## src/rtl/regfile_wr_arbiter_if.sv

```systemverilog
// ----------------------------------------------------------------------------
// regfile_wr_arbiter_if
// Bundles the three traffic groups around the register-file write arbiter:
//   core writeback : core_we, core_rd, core_data -> core_stall
//   debug requester: dbg_valid, dbg_rd, dbg_data -> dbg_ready, dbg_count
//   register file  : rf_we, rf_waddr, rf_wdata
// With REGARB_STATS_EN defined it also carries dbg_grant_cnt and force_cnt.
// Modports: slave = arbiter side, master = driver/observer side.
// ----------------------------------------------------------------------------
interface regfile_wr_arbiter_if #(
    parameter int DBG_DEPTH = 4
);
    localparam int CW = $clog2(DBG_DEPTH) + 1;

    logic          core_we;
    logic [4:0]    core_rd;
    logic [31:0]   core_data;
    logic          core_stall;

    logic          dbg_valid;
    logic          dbg_ready;
    logic [4:0]    dbg_rd;
    logic [31:0]   dbg_data;
    logic [CW-1:0] dbg_count;

    logic          rf_we;
    logic [4:0]    rf_waddr;
    logic [31:0]   rf_wdata;

`ifdef REGARB_STATS_EN
    logic [15:0]   dbg_grant_cnt;
    logic [15:0]   force_cnt;
`endif

    modport slave (
        input  core_we, core_rd, core_data, dbg_valid, dbg_rd, dbg_data,
        output core_stall, dbg_ready, dbg_count, rf_we, rf_waddr, rf_wdata
`ifdef REGARB_STATS_EN
        , output dbg_grant_cnt, force_cnt
`endif
    );

    modport master (
        output core_we, core_rd, core_data, dbg_valid, dbg_rd, dbg_data,
        input  core_stall, dbg_ready, dbg_count, rf_we, rf_waddr, rf_wdata
`ifdef REGARB_STATS_EN
        , input dbg_grant_cnt, force_cnt
`endif
    );
endinterface

```

## src/rtl/regfile_wr_arbiter.sv

```systemverilog
// ----------------------------------------------------------------------------
// regfile_wr_arbiter
// Shares the single register-file write port between core writeback (high
// priority) and a debug/loader requester. Debug writes are queued in a
// DBG_DEPTH-entry FIFO and drained into idle core cycles; if the FIFO head
// waits STARVE_LIMIT cycles the arbiter enters FORCE for one cycle, stalls
// the core and writes the debug head.
// Ports:
//   clk, rst : rising-edge clock, synchronous active-high reset
//   bus      : regfile_wr_arbiter_if.slave (core / debug / rf groups)
// Optional: define REGARB_STATS_EN to add saturating 16-bit counters
//   dbg_grant_cnt (debug pops) and force_cnt (FORCE cycles).
// ----------------------------------------------------------------------------
module regfile_wr_arbiter #(
    parameter int DBG_DEPTH    = 4,
    parameter int STARVE_LIMIT = 8
) (
    input  logic                  clk,
    input  logic                  rst,
    regfile_wr_arbiter_if.slave   bus
);
    localparam int AW = $clog2(DBG_DEPTH);
    localparam int CW = AW + 1;

    typedef enum logic {ST_ARB, ST_FORCE} state_t;

    state_t        r_state, w_state_nxt;
    logic [4:0]    r_fifo_rd   [DBG_DEPTH];
    logic [31:0]   r_fifo_data [DBG_DEPTH];
    logic [AW-1:0] r_wptr, r_rptr;
    logic [CW-1:0] r_count;
    logic [7:0]    r_starve, w_starve_nxt;

    logic w_ready, w_empty, w_push, w_pop;
    logic w_grant_core, w_grant_dbg;

    assign w_ready = (r_count < CW'(DBG_DEPTH));
    assign w_empty = (r_count == '0);
    assign w_push  = bus.dbg_valid && w_ready && !rst;
    assign w_pop   = w_grant_dbg;

    // Ready comes from the registered count only, so a pop cannot raise it
    // in the same cycle; it is held low while reset is asserted.
    assign bus.dbg_ready  = w_ready && !rst;
    assign bus.dbg_count  = r_count;
    assign bus.core_stall = (r_state == ST_FORCE);

    always_comb begin
        w_state_nxt  = r_state;
        w_grant_core = 1'b0;
        w_grant_dbg  = 1'b0;
        w_starve_nxt = r_starve;
        case (r_state)
            ST_FORCE: begin
                // core_we is ignored; the core re-presents next cycle
                w_grant_dbg = !w_empty;
                w_state_nxt = ST_ARB;
            end
            default: begin
                if (bus.core_we)   w_grant_core = 1'b1;
                else if (!w_empty) w_grant_dbg  = 1'b1;
            end
        endcase

        if (w_grant_dbg || w_empty) begin
            w_starve_nxt = 8'd0;
        end else begin
            if (r_starve != 8'hFF) w_starve_nxt = r_starve + 8'd1;
            if (r_state == ST_ARB && w_starve_nxt >= 8'(STARVE_LIMIT))
                w_state_nxt = ST_FORCE;
        end
    end

    // FIFO storage needs no reset: occupancy is tracked by r_count.
    always_ff @(posedge clk) begin
        if (w_push) begin
            r_fifo_rd[r_wptr]   <= bus.dbg_rd;
            r_fifo_data[r_wptr] <= bus.dbg_data;
        end
    end

    always_ff @(posedge clk) begin
        if (rst) begin
            r_state      <= ST_ARB;
            r_wptr       <= '0;
            r_rptr       <= '0;
            r_count      <= '0;
            r_starve     <= 8'd0;
            bus.rf_we    <= 1'b0;
            bus.rf_waddr <= 5'd0;
            bus.rf_wdata <= 32'd0;
        end else begin
            r_state  <= w_state_nxt;
            r_starve <= w_starve_nxt;
            // pointers wrap naturally because DBG_DEPTH is a power of 2
            if (w_push) r_wptr <= r_wptr + 1'b1;
            if (w_pop)  r_rptr <= r_rptr + 1'b1;
            case ({w_push, w_pop})
                2'b10:   r_count <= r_count + 1'b1;
                2'b01:   r_count <= r_count - 1'b1;
                default: r_count <= r_count;
            endcase
            // x0 writes consume the grant but never assert rf_we
            if (w_grant_core) begin
                bus.rf_we    <= (bus.core_rd != 5'd0);
                bus.rf_waddr <= bus.core_rd;
                bus.rf_wdata <= bus.core_data;
            end else if (w_grant_dbg) begin
                bus.rf_we    <= (r_fifo_rd[r_rptr] != 5'd0);
                bus.rf_waddr <= r_fifo_rd[r_rptr];
                bus.rf_wdata <= r_fifo_data[r_rptr];
            end else begin
                bus.rf_we    <= 1'b0;
            end
        end
    end

`ifdef REGARB_STATS_EN
    logic [15:0] r_dbg_grant_cnt, r_force_cnt;
    always_ff @(posedge clk) begin
        if (rst) begin
            r_dbg_grant_cnt <= 16'd0;
            r_force_cnt     <= 16'd0;
        end else begin
            if (w_pop && r_dbg_grant_cnt != 16'hFFFF)
                r_dbg_grant_cnt <= r_dbg_grant_cnt + 16'd1;
            if (r_state == ST_FORCE && r_force_cnt != 16'hFFFF)
                r_force_cnt <= r_force_cnt + 16'd1;
        end
    end
    assign bus.dbg_grant_cnt = r_dbg_grant_cnt;
    assign bus.force_cnt     = r_force_cnt;
`endif

endmodule
```

## src/flat_wrapper.sv

```systemverilog
// flat-port wrapper written by rule: the top's interface ports become plain ports
module regfile_wr_arbiter_flat 
#(
    parameter int DBG_DEPTH    = 4,
    parameter int STARVE_LIMIT = 8
)
  (clk, rst, bus_core_we, bus_core_rd, bus_core_data, bus_dbg_valid, bus_dbg_rd, bus_dbg_data, bus_core_stall, bus_dbg_ready, bus_dbg_count, bus_rf_we, bus_rf_waddr, bus_rf_wdata);
  regfile_wr_arbiter_if #(.DBG_DEPTH(DBG_DEPTH)) bus_i ();
  input  logic clk;
  input  logic rst;
  input wire logic [$bits(bus_i.core_we)-1:0] bus_core_we;
  input wire logic [$bits(bus_i.core_rd)-1:0] bus_core_rd;
  input wire logic [$bits(bus_i.core_data)-1:0] bus_core_data;
  input wire logic [$bits(bus_i.dbg_valid)-1:0] bus_dbg_valid;
  input wire logic [$bits(bus_i.dbg_rd)-1:0] bus_dbg_rd;
  input wire logic [$bits(bus_i.dbg_data)-1:0] bus_dbg_data;
  output wire logic [$bits(bus_i.core_stall)-1:0] bus_core_stall;
  output wire logic [$bits(bus_i.dbg_ready)-1:0] bus_dbg_ready;
  output wire logic [$bits(bus_i.dbg_count)-1:0] bus_dbg_count;
  output wire logic [$bits(bus_i.rf_we)-1:0] bus_rf_we;
  output wire logic [$bits(bus_i.rf_waddr)-1:0] bus_rf_waddr;
  output wire logic [$bits(bus_i.rf_wdata)-1:0] bus_rf_wdata;
  assign bus_i.core_we = bus_core_we;
  assign bus_i.core_rd = bus_core_rd;
  assign bus_i.core_data = bus_core_data;
  assign bus_i.dbg_valid = bus_dbg_valid;
  assign bus_i.dbg_rd = bus_dbg_rd;
  assign bus_i.dbg_data = bus_dbg_data;
  assign bus_core_stall = bus_i.core_stall;
  assign bus_dbg_ready = bus_i.dbg_ready;
  assign bus_dbg_count = bus_i.dbg_count;
  assign bus_rf_we = bus_i.rf_we;
  assign bus_rf_waddr = bus_i.rf_waddr;
  assign bus_rf_wdata = bus_i.rf_wdata;
  regfile_wr_arbiter #(.DBG_DEPTH(DBG_DEPTH), .STARVE_LIMIT(STARVE_LIMIT)) u_core (.clk(clk), .rst(rst), .bus(bus_i));
endmodule
```

## config.mk

```make
export PLATFORM = sky130hd
export DESIGN_NAME = regfile_wr_arbiter_flat
export DESIGN_NICKNAME = d
export VERILOG_FILES = /design/src/rtl/regfile_wr_arbiter_if.sv /design/src/rtl/regfile_wr_arbiter.sv /design/src/flat_wrapper.sv
export SDC_FILE = /design/constraint.sdc
export NUM_CORES = 1
export LEC_CHECK = 0
export CAP_MARGIN = 40
export CORE_MARGIN = 1
export CORE_UTILIZATION = 30
export CTS_CLUSTER_DIAMETER = 80
export CTS_CLUSTER_SIZE = 20
export DETAILED_ROUTE_END_ITERATION = 16
export PLACE_DENSITY = 0.62
export SLEW_MARGIN = 30
export SYNTH_ARGS = -nofsm -noshare
export SYNTH_HDL_FRONTEND = slang
export SYNTH_SLANG_ARGS = --single-unit
```

## constraint.sdc

```tcl
create_clock -name clk -period 2.7 [get_ports clk]
set_input_delay 0.27 -clock clk [delete_from_list [all_inputs] [get_ports clk]]
set_output_delay 0.27 -clock clk [all_outputs]
set_load 0.02 [all_outputs]
```

Yosys cells after proc, flatten, opt, wreduce, memory -nomap -nowiden
Memories as Yosys holds them, arrays and structs flattened. A register that Yosys moved wholly into a read port is not among the register bits.
Cells that the tools add are included.
{ "op_classes": {"addsub": 5, "n_mul": 0, "div": 0, "magnitude_cmp": 2, "n_eq_ne": 3, "n_shift": 0, "n_mux": 21, "n_bitwise": 1, "reduce_logical": 13} }
{ "op_table": {"columns": ["operator", "n"], "rows": [
  ["32-bit two-way mux", 2],
  ["8-bit two-way mux", 2],
  ["1-bit two-way mux", 10],
  ["5-bit two-way mux", 2],
  ["5-bit nonzero test", 2],
  ["8-bit by 1-bit adder with 8-bit output (second input constant)", 1],
  ["8-bit by 4-bit >= comparator with 1-bit output (second input constant)", 1],
  ["2-bit two-way mux", 4],
  ["8-bit != test (second input constant)", 1],
  ["3-bit case mux with 2 select lines", 1],
  ["2-bit by 1-bit adder with 2-bit output (second input constant)", 2],
  ["1-bit logical AND", 4],
  ["2-bit nonzero test", 2],
  ["3-bit by 1-bit adder with 3-bit output (second input constant)", 1],
  ["3-bit logical NOT", 1],
  ["3-bit < comparator (second input constant)", 1],
  ["3-bit by 1-bit subtractor with 3-bit output (second input constant)", 1],
  ["2-bit by 1-bit == test with 1-bit output (second input constant)", 1],
  ["2-bit == test (second input constant)", 1],
  ["1-bit logical NOT", 2],
  ["2-bit OR reduction", 1],
  ["1-bit logical OR", 1],
  ["1-bit NOT", 1]
]} }
{ "totals": {"reg_bits": 54, "latch_bits": 0, "mem_bits_rw": 148, "romBits": 0, "inputBits": 78, "output_inout_bits": 43, "wordCells": 55, "n_memories": 2} }
{ "memory_table": {"columns": ["name", "depth", "word_bits", "rd", "rd_clocked_by_memory_dff", "wr", "line", "source"], "rows": [
  ["u_core.r_fifo_data", 4, 32, 1, 1, 1, "regfile_wr_arbiter.sv:29", "logic [31:0] r_fifo_data [DBG_DEPTH];"],
  ["u_core.r_fifo_rd", 4, 5, 1, 1, 1, "regfile_wr_arbiter.sv:28", "logic [4:0] r_fifo_rd [DBG_DEPTH];"]
]} }

Longest topological paths before layout
Gate-level depths: netlist of the first run.
{ "logic_depth": {"word_depth": 9, "mapped_depth": 9, "ltp_nobuf": 9} }

Worst setup path before layout of the first run
Ideal clock, no wire load.
{ "synth_timing": {"kind": "register -> register", "start": "register u_core.r_count[2] (netlist: u_core.bus.dbg_count[2])", "end": "memory u_core.r_fifo_data[0][0] (enable)", "setup_time_ns": 0.398, "arrival_ns": 1.851, "required_time_ns": 2.302, "slack_ns": 0.451, "stages_incl_launch_ff": 3, "n_path_buf": 0, "period_less_slack_ns": 2.249, "path_cell_list": "dfxtp_1 nor2_1 and3_1"} }
{ "synth_via": {"elab_chain_cells": 5} }
{ "synth_lines": {"columns": ["element", "line", "source"], "rows": [
  ["start, declared", "regfile_wr_arbiter.sv:31", "logic [CW-1:0] r_count;"],
  ["start signal, assigned", "regfile_wr_arbiter.sv:99", "2'b10: r_count <= r_count + 1'b1;"],
  ["start signal, assigned", "regfile_wr_arbiter.sv:100", "2'b01: r_count <= r_count - 1'b1;"],
  ["start signal, assigned", "regfile_wr_arbiter.sv:101", "default: r_count <= r_count;"],
  ["3-bit < comparator", "regfile_wr_arbiter.sv:37", "assign w_ready = (r_count < CW'(DBG_DEPTH));"],
  ["1-bit logical AND (2 in series)", "regfile_wr_arbiter.sv:39", "assign w_push = bus.dbg_valid && w_ready && !rst;"],
  ["1-bit two-way mux", "regfile_wr_arbiter.sv:76", "if (w_push) begin"],
  ["1-bit two-way mux (implied by the code)", "regfile_wr_arbiter.sv:78", "r_fifo_data[r_wptr] <= bus.dbg_data;"],
  ["end, declared", "regfile_wr_arbiter.sv:29", null]
]} }
Every way passes these cells.

Worst setup path after layout of the first run
{ "layout_timing": {"start": "register u_core.r_count[2] (netlist: u_core.bus.dbg_count[2])", "end": "register u_core.r_count[2] (netlist: u_core.bus.dbg_count[2])"} }
{ "layout_via": {"elab_chain_cells": 6, "word_cells_on_any_way": 14, "classes_between": "add/sub (2); order compare (1); eq/ne (2); mux (4); reduce/logical (5)"} }
{ "layout_lines": {"columns": ["element", "line", "source"], "rows": [
  ["3-bit logical NOT", "regfile_wr_arbiter.sv:38", "assign w_empty = (r_count == '0);"],
  ["1-bit two-way mux", "regfile_wr_arbiter.sv:61", "else if (!w_empty) w_grant_dbg = 1'b1;"],
  ["1-bit two-way mux", "regfile_wr_arbiter.sv:60", "if (bus.core_we) w_grant_core = 1'b1;"],
  ["1-bit two-way mux", "regfile_wr_arbiter.sv:53", "case (r_state)"],
  ["2-bit by 1-bit == test with 1-bit output / 2-bit == test (equally long branches)", "regfile_wr_arbiter.sv:98", "case ({w_push, w_pop})"],
  ["3-bit case mux with 2 select lines / 2-bit nonzero test (equally long branches)", null, null]
]} }
Several ways; a longest one is shown, not always the timed one.
A chain may end at the register's enable or synchronous reset.

==> impl_metrics.tcl, run 1 <==
set metrics [dict create \
    status "completed" \
    synth_ff_type "edfxtp_1" \
    yosysTopAreaCell "edfxtp_1" \
    synth.yosys.seq_area_share_pct 70.77 \
    clock_sinks 204 \
    rows 58 \
    finalHoldViolations 0 \
    nets 673 \
    critPathKind "flip-flop to flip-flop" \
    clock_path_buffers 3 \
    cts-root-buf "clkbuf_16" \
    fp.dieW_um 163.9 \
    place_congestion 0.7125 \
    stdcell_area_um2 9942 \
    seqCellArea_um2 5570 \
    floorplan.initialDensity_pct 30.87 \
    startpoint_type "flip-flop" \
    finalCriticalPeriod_ns 2.124 \
    io_buffer_count 120 \
    skew_ns 0.01093 \
    grt_pass1_vias 4669 \
    yosys-top-cells-area "edfxtp_1 57%, dfxtp_1 14%, mux4_2 11%" \
    postCtsHoldBufs 0 \
    setup_viol 0 \
    area_delta_synth_final_pct 26.43 \
    yosysTopAreaCellShare_pct 56.52 \
    power_density_nw_per_um2 813.3 \
    rsz0062_at_grt "false" \
    antennaDiodeCount 0 \
    post_cts_resized 0 \
    drt_iter0_markers 193 \
    gr-total-overflow 0 \
    fill_cells 2322 \
    tritoncts "built" \
    drc_errors 0 \
    slew_headroom_pct 48.47 \
    io-pin-count 121 \
    ant_nets 0 \
    die_y_um 163.9 \
    ir_worst_vdd_mv 0.5838 \
    power.leakage_uw 0.003334 \
    wl_per_cell_um 17.78 \
    drt_wl_total_um 16460 \
    firstDrtPassIters 4 \
    cts_setup_buffers 0 \
    cp-end-kind "flip-flop" \
    slew_viol_final 0 \
    grt_first_pass_wirelength_um 25850 \
    holdWs_ns 0.3943 \
    utilization_pct 39.03 \
    avgSynthCellArea_um2 16.77 \
    clk_latency_ns 0.47 \
    synth_commonest_cells "148 x edfxtp_1, 56 x dfxtp_1, 54 x nor2_1" \
    grt_start_max_net_pins 75 \
    antenna_found_initial 1 \
    max_freq_mhz 470.8 \
    hold_class "input port to flip-flop" \
    ys_warn_count 0 \
    multi_input_area_um2 2167 \
    routed-via-count 4367 \
    cts_buffers 14 \
    place_area_um2 9498 \
    vias_per_cell 4.716 \
    dieArea_um2 26860 \
    synth_most_common_cell "edfxtp_1" \
    setup_tns_ns 0 \
    clk_pin_slew_ns 0.08 \
    ys_seq_elements 204 \
    p_total_uw 8086 \
    arrival_ns 2.52 \
    synth_area_um2 7864 \
    synth_edf_count 148 \
    h-tree-depth 1 \
    post-dp-hpwl_um 10170 \
    async_reset_ff_share_pct 0 \
    fin_crit_sh_pct 78.67 \
    cp.required_ns 3.10 \
    synth_nets 554 \
    maxCapViolCount 0 \
    synth_cell_types 42 \
    syn_inst 469 \
    track_usage_pct 12.53 \
    drive_gt1_share_pct 12.75 \
    worst_slew_pin_slew_ns 0.7730 \
    crit_fanout 6 \
    core_area_um2 25470 \
]
[path summary, 6_finish.rpt]
kind / start / endpoint / slack, ns / cells after the start
min reg2reg: u_core.r_starve[1] / u_core.r_starve[1] / 0.51 / 2
min: bus_core_data[20] / u_core.bus.rf_wdata[20] / 0.39 / 3
max: u_core.bus.dbg_count[2] / u_core.bus.dbg_count[2] / 0.58 / 9
max reg2reg: u_core.bus.dbg_count[2] / u_core.bus.dbg_count[2] / 0.58 / 9
[worst max-delay path: stages (launching register included)]
cell and delay (ns):
dfxtp_1 0.40, nor2_1 0.14, and2_1 0.23, inv_1 0.07, ha_1 0.17, inv_1 0.06
fa_1 0.37, xor2_1 0.15, or3_1 0.31, a21oi_1 0.15
[layout make-up]
cell class	count	share of cell area [%]
Inverter	7	0.2643
Timing Repair Buffer	130	13.29
Multi-Input combinational cell	231	21.80
Sequential cell	204	56.03
Clock buffer	21	4.040
Tap cell	330	4.153
Clock inverter	3	0.4279
[metrics by stage]
stage               setup WS [ns]  std cells
floorplan                  0.4512        469
detailed placement         0.1912        902
CTS                        0.5745        926
global route               0.4244        926
global placement           0.2730        902
finish                     0.5759        926
[cells in the final DEF, fill, tap and decap left out, types with 2 or more instances in the layout]
cell type | netlist | final
nand2_1 | 5 | 5
nor3_1 | 3 | 2
xnor2_1 | 4 | 4
o21ai_0 | 6 | 6
mux2i_1 | 37 | 37
xor2_1 | 3 | 3
clkdlybuf4s50_1 | 0 | 119
or4_1 | 2 | 2
a21oi_1 | 6 | 6
and3_2 | 0 | 4
buf_12 | 0 | 4
nor2_1 | 54 | 54
edfxtp_1 | 148 | 148
ha_1 | 6 | 6
mux4_2 | 37 | 37
nand3_1 | 3 | 3
clkbuf_1 | 16 | 5
buf_4 | 1 | 6
nand4_1 | 2 | 2
inv_1 | 7 | 7
or3_1 | 3 | 3
dfxtp_1 | 56 | 54
clkbuf_16 | 0 | 15
a211oi_1 | 37 | 37
[metal layers]
layer / up-vias / track usage, % / part of all wire, %
li1: 2071 / - / -
met1: 2177 / 15.32 / 43
met2: 98 / 22.36 / 50
met3: 19 / 2.727 / 4.6
met4: 2 / 3.030 / 2.1
met5: - / 0 / 0.079
[sequential cells by signal, indices dropped and copies added, names as in the netlist, named ones only]
signal / cells
u_core.bus.core_stall: 1
u_core.r_rptr: 2
u_core.r_fifo_data: 128
u_core.bus.dbg_count: 3
u_core.r_starve: 8
u_core.r_wptr: 2
u_core.bus.rf_wdata: 32
u_core.r_fifo_rd: 20
u_core.bus.rf_we: 1
u_core.bus.rf_waddr: 5
[kinds of logic (layout without fill, tap and decap cells)]
kind of cell / count (synthesis) / count (layout) / share of synthesized area, %
muxes: 74 / 74 / 15.31
adders and majority gates: 7 / 7 / 1.209
buffers and inverters: 34 / 161 / 1.893
DFF: 204 / 204 / 70.77
AOI/OAI and AO/OA: 55 / 55 / 4.805
xor gates and xnor gates: 7 / 7 / 0.7796
and+or+nand+nor: 88 / 88 / 5.235
[power breakdown]
part | internal (uW) | switching [uW] | leakage, uW
registers | 3620 | 145 | 0.00181
clock network | 1140 | 1020 | 0.000216
logic | 1110 | 1050 | 0.00131
Power figures use the tool's default switching activity.
==> inputs of run 2 (changes only) <==
- PLACE_DENSITY: 0.62 -> 0.63
- clock period: 2.7 -> 1.8 ns (I/O delays scaled with it)
==> run 2 against run 1 <==
- the flow now finishes with violations (negative setup slack)
- cell count grew 1.7%
- clock skew grew 0.0028 ns
- die area is the same
- clock power grew 43%
- non-clock buffer count grew 15
- worst hold slack lost 0.21 ns
- total power grew 52%
- setup slack lost 0.59 ns
- clock-buffer cell count grew 2
- largest cell class unchanged
==> impl_metrics.tcl, run 2 (same netlist as run 1, synthesis figures left out) <==
set metrics [dict create \
    status "complete, but fails checks" \
    violations "negative setup slack" \
    drive_gt1_share_pct 17.18 \
    maxCapViolCount 0 \
    clk_pin_slew_ns 0.08 \
    startpoint_type "flip-flop" \
    slew_headroom_pct 61.91 \
    routed-via-count 4476 \
    dieArea_um2 26860 \
    rsz0062_at_grt "true" \
    fp.dieW_um 163.9 \
    grt_start_max_net_pins 75 \
    path_cells "mux4_2 -> or4_4 -> o21ai_2 -> a21oi_1" \
    wl_per_cell_um 17.79 \
    skew_ns 0.01370 \
    largest_register_ffs 128 \
    firstDrtPassIters 4 \
    final_cells 942 \
    place_congestion 0.7092 \
    grt_first_pass_wirelength_um 26190 \
    final_common_cell "edfxtp_1" \
    drc_errors 0 \
    clock_sinks 204 \
    rows 58 \
    clk_latency_ns 0.47 \
    fin_ws_ns -0.01423 \
    multi_input_area_um2 2216 \
    power.leakage_uw 0.003428 \
    cp.required_ns 2.13 \
    gr-total-overflow 0 \
    cp_top_family "simple AND/OR/NAND/NOR gates" \
    drt_wl_total_um 16760 \
    h-tree-depth 1 \
    fill_cells 2297 \
    core_area_um2 25470 \
    largest_registers "u_core.r_fifo_data: 128 flops, u_core.bus.rf_wdata: 32 flops, u_core.r_fifo_rd: 20 flops" \
    crit_buf_inv 0 \
    io_buffer_count 120 \
    utilization_pct 39.95 \
    tritoncts "built" \
    seqCellArea_um2 5584 \
    cts_buffers 14 \
    critPathKind "flip-flop to flip-flop" \
    crit_fanout 6 \
    finalHoldViolations 0 \
    postCtsHoldBufs 0 \
    grt_pass1_vias 4694 \
    ant_nets 0 \
    drt_iter0_markers 222 \
    nets 688 \
    post-dp-hpwl_um 10980 \
    vias_per_cell 4.752 \
    worst_slew_pin_slew_ns 0.5714 \
    floorplan.initialDensity_pct 30.87 \
    max_freq_mhz 551.2 \
    crit_slowest_cell "or4_4" \
    clock_path_buffers 3 \
    slew_viol_final 0 \
    dp_worst_setup_slack_ns -0.3266 \
    finalCriticalPeriod_ns 1.814 \
    antenna_found_initial 1 \
    power_density_nw_per_um2 1204 \
    setup_tns_ns -0.01423 \
    setup_viol 1 \
    ir_worst_vdd_mv 1.319 \
    cp-end-kind "flip-flop" \
    cts-root-buf "clkbuf_16" \
    arrival_ns 2.15 \
    ff2ff_setup_slack_ns -0.01 \
    fin_crit_sh_pct 100.8 \
    io-pin-count 121 \
    hold_class "input port to flip-flop" \
    track_usage_pct 12.74 \
    area_delta_synth_final_pct 29.39 \
    place_inst 915 \
    regMostFlops "u_core.r_fifo_data" \
    cp_slowest_stage_delay_ns 0.55 \
    die_y_um 163.9 \
    final_cell_mix "148 x edfxtp_1, 118 x clkdlybuf4s50_1, 52 x nor2_1" \
]
## run 2: cell types whose count changed in the layout (fill, tap and decap cells not counted), moves of 2 or more
cell	delta
inv_2	+2
dfxtp_4	+3
ha_1	-2
inv_1	-2
nor2_4	+2
buf_4	+8
buf_12	+6
nor2_1	-2
dfxtp_1	-5
dfxtp_2	+2
clkbuf_1	+3
## run 2: layout make-up
cell class | count | area share, %
antenna | 1 | 0.02459
clock inverter | 1 | 0.1599
tap | 330 | 4.058
timing repair buffer | 145 | 14.85
sequential | 204 | 54.88
multi-input combinational | 231 | 21.78
clock buffer | 23 | 3.984
inverter | 7 | 0.2582
## run 2: worst register-to-register path, delay by kind of cell (launching register included)
kind / cells / cell delay, ns
AOI/OAI and AO/OA: 2 / 0.19
muxes: 1 / 0.52
DFF: 1 / 0.42
and+or+nand+nor: 1 / 0.55
## run 2: path summary, 6_finish.rpt
path | from | endpoint | cells past startpoint
setup reg to reg | flip-flop | u_core.bus.rf_we | 4
setup / recovery | flip-flop | u_core.bus.rf_we | 4
hold reg to reg | u_core.r_rptr[1] | flip-flop | 2
hold / removal | rst | u_core.bus.core_stall | 4
## run 2: through the flow
stage               total power (uW)  area (um2)  hold WS (ns)
floorplan                       8087        7930        0.2789
global placement                9206        9716        0.4667
detailed placement              9310        9716        0.5034
CTS                            12480       10160        0.1587
global route                   12860       10170        0.2232
finish                         12250       10170        0.1891
## run 2: power breakdown
part           total (uW)  internal, uW  switching, uW
clock network        3090          1570           1520
logic                3500          1840           1660
registers            5660          5440            220
total               12300          8860           3400
## run 2: layer usage
layer	routed length [um]	up-vias	global-route usage [%]
met5	0	-	0
met2	8418	120	22.34
met3	916	24	2.449
met4	242	0	2.862
li1	-	2101	-
met1	7178	2231	16.22
## run 2: repair_timing
action / in CTS / in global routing
endpoints found under the hold margin: 0 / 0
endpoints found under the setup margin: 15 / 10
setup buffers: 2 / 0
resized for setup: 5 / 4
pin swaps: 1 / 0
gates cloned: 0 / 0
==> inputs of run 3 (changes only) <==
- SETUP_SLACK_MARGIN: not set -> 0.05
==> run 3 against run 2 <==
- the run still ends with negative setup slack left
- utilization about the same
- global-route usage unchanged
- flip-flop and latch count unchanged
- cell count unchanged
- die area unchanged
- clock power about the same
- combinational power about the same
- clock-buffer cell count unchanged
- sequential power about the same
- critical endpoint unchanged
- largest cell class unchanged
- highest routed layer unchanged
==> impl_metrics.tcl, run 3 (same netlist as run 1, synthesis figures left out) <==
set metrics [dict create \
    clock_sinks 204 \
    arrival_ns 2.15 \
    hold_class "input port to flip-flop" \
    vias_per_cell 4.762 \
    p_total_uw 12250 \
    dieArea_um2 26860 \
    power_density_nw_per_um2 1204 \
    final_common_cell "edfxtp_1" \
    multi_input_area_um2 2216 \
    tritoncts "built" \
    ir_worst_vdd_mv 1.320 \
    cp_slowest_stage_delay_ns 0.55 \
    violations "negative setup slack" \
    firstDrtPassIters 4 \
    fin_crit_sh_pct 100.9 \
    final_cell_mix "148 x edfxtp_1, 118 x clkdlybuf4s50_1, 52 x nor2_1" \
    core_area_um2 25470 \
    drive_gt1_share_pct 17.51 \
    wl_per_cell_um 17.80 \
    cp-end-kind "flip-flop" \
    fin_ws_ns -0.01554 \
    finalCriticalPeriod_ns 1.816 \
    path_cells "mux4_2 -> or4_4 -> o21ai_2 -> a21oi_1" \
    grt_pass1_vias 4694 \
    place_area_um2 9716 \
    stdcell_area_um2 10180 \
    h-tree-depth 1 \
    gr-total-overflow 0 \
    postCtsHoldBufs 0 \
    cp.required_ns 2.13 \
    grt_start_max_net_pins 75 \
    worst-path-stages 4 \
    crit_slowest_cell "or4_4" \
    clock_path_buffers 3 \
    drt_iter0_markers 228 \
    largest_registers "u_core.r_fifo_data: 128 flops, u_core.bus.rf_wdata: 32 flops, u_core.r_fifo_rd: 20 flops" \
    drc_errors 0 \
    startpoint_type "flip-flop" \
    critPathKind "flip-flop to flip-flop" \
    finalHoldViolations 0 \
    clk_latency_ns 0.47 \
    slew_headroom_pct 61.88 \
    skew_ns 0.01370 \
    rsz0062_at_grt "true" \
    nets 688 \
    ant_nets 0 \
    largest_register_ffs 128 \
    track_usage_pct 12.74 \
    grt_first_pass_wirelength_um 26190 \
    clk_pin_slew_ns 0.08 \
    maxCapViolCount 0 \
    drt_wl_total_um 16770 \
    antenna_found_initial 1 \
    rows 58 \
    hold_start "rst" \
    die_y_um 163.9 \
    status "complete, but fails checks" \
    routed-via-count 4486 \
    seqCellArea_um2 5587 \
    min_path_cells 4 \
    io-pin-count 121 \
    cp_top_family "simple AND/OR/NAND/NOR gates" \
    floorplan.initialDensity_pct 30.87 \
    worst_slew_pin_slew_ns 0.5718 \
    fp.dieW_um 163.9 \
    regMostFlops "u_core.r_fifo_data" \
    setup_viol 1 \
    area_delta_synth_final_pct 29.42 \
    crit_buf_inv 0 \
    reg2regPathDepth 4 \
    fill_cells 2298 \
    cts_buffers 14 \
    post-dp-hpwl_um 10980 \
    slew_viol_final 0 \
    cts-root-buf "clkbuf_16" \
    max_freq_mhz 550.8 \
    crit_fanout 6 \
    power.leakage_uw 0.003429 \
    place_congestion 0.7092 \
    io_buffer_count 120 \
]
-- run 3: per-stage QoR --
stage	worst slack, ns	TNS [ns]	instances	utilization [%]	hold slack (ns)
6_report	-0.01554	-0.01554	942	39.95	0.1864
3_3_place_gp	-0.2849	-0.4561	915	38.14	0.4667
3_5_place_dp	-0.3266	-0.5792	915	38.14	0.5034
5_1_grt	-0.08812	-0.3325	941	39.95	0.2232
4_1_cts	-0.03236	-0.03937	941	39.90	0.1587
2_1_floorplan	-0.04172	-0.04172	469	-	0.2789
-- run 3: what timing repair did --
| action | CTS | global route |
|---|---|---|
| buffers inserted | 2 | 0 |
| gates resized for setup | 5 | 6 |
| pin swaps | 1 | 0 |
| endpoints found under the setup margin | 24 | 32 |
-- run 3: layout make-up --
type,instances,area share (%)
clock buffers,23,3.983
clock inverters,1,0.1598
flip-flops and latches,204,54.89
inverters,7,0.2582
multi-input cells,231,21.77
well taps,330,4.057
repair buffers,145,14.85
diodes,1,0.02459
-- run 3: power breakdown --
part | switching, uW | leakage, uW | internal [uW] | total, uW
Clock | 1520 | 0.000202 | 1570 | 3090
Combinational | 1660 | 0.00142 | 1840 | 3500
Sequential | 220 | 0.00181 | 5440 | 5660
-- run 3: metal layers --
layer / track usage (%) / vias to the layer above / part of all wire (%)
met1: 16.22 / 2238 / 43
met4: 2.862 / 0 / 1.4
li1: - / 2101 / -
met2: 22.34 / 124 / 50
met3: 2.449 / 23 / 5.5
met5: 0 / - / 0
-- run 3: tightest hold or removal path, cell delays in order --
cell     delay (ns)
buf_2          0.13
or3_1          0.14
or2_2          0.10
o22ai_1        0.05
-- run 3: path summary, 6_finish.rpt --
kind | to | slack, ns
max reg2reg | u_core.bus.rf_we | -0.02
min reg2reg | u_core.r_starve[1] | 0.53
max | u_core.bus.rf_we | -0.02
min | u_core.bus.core_stall | 0.19
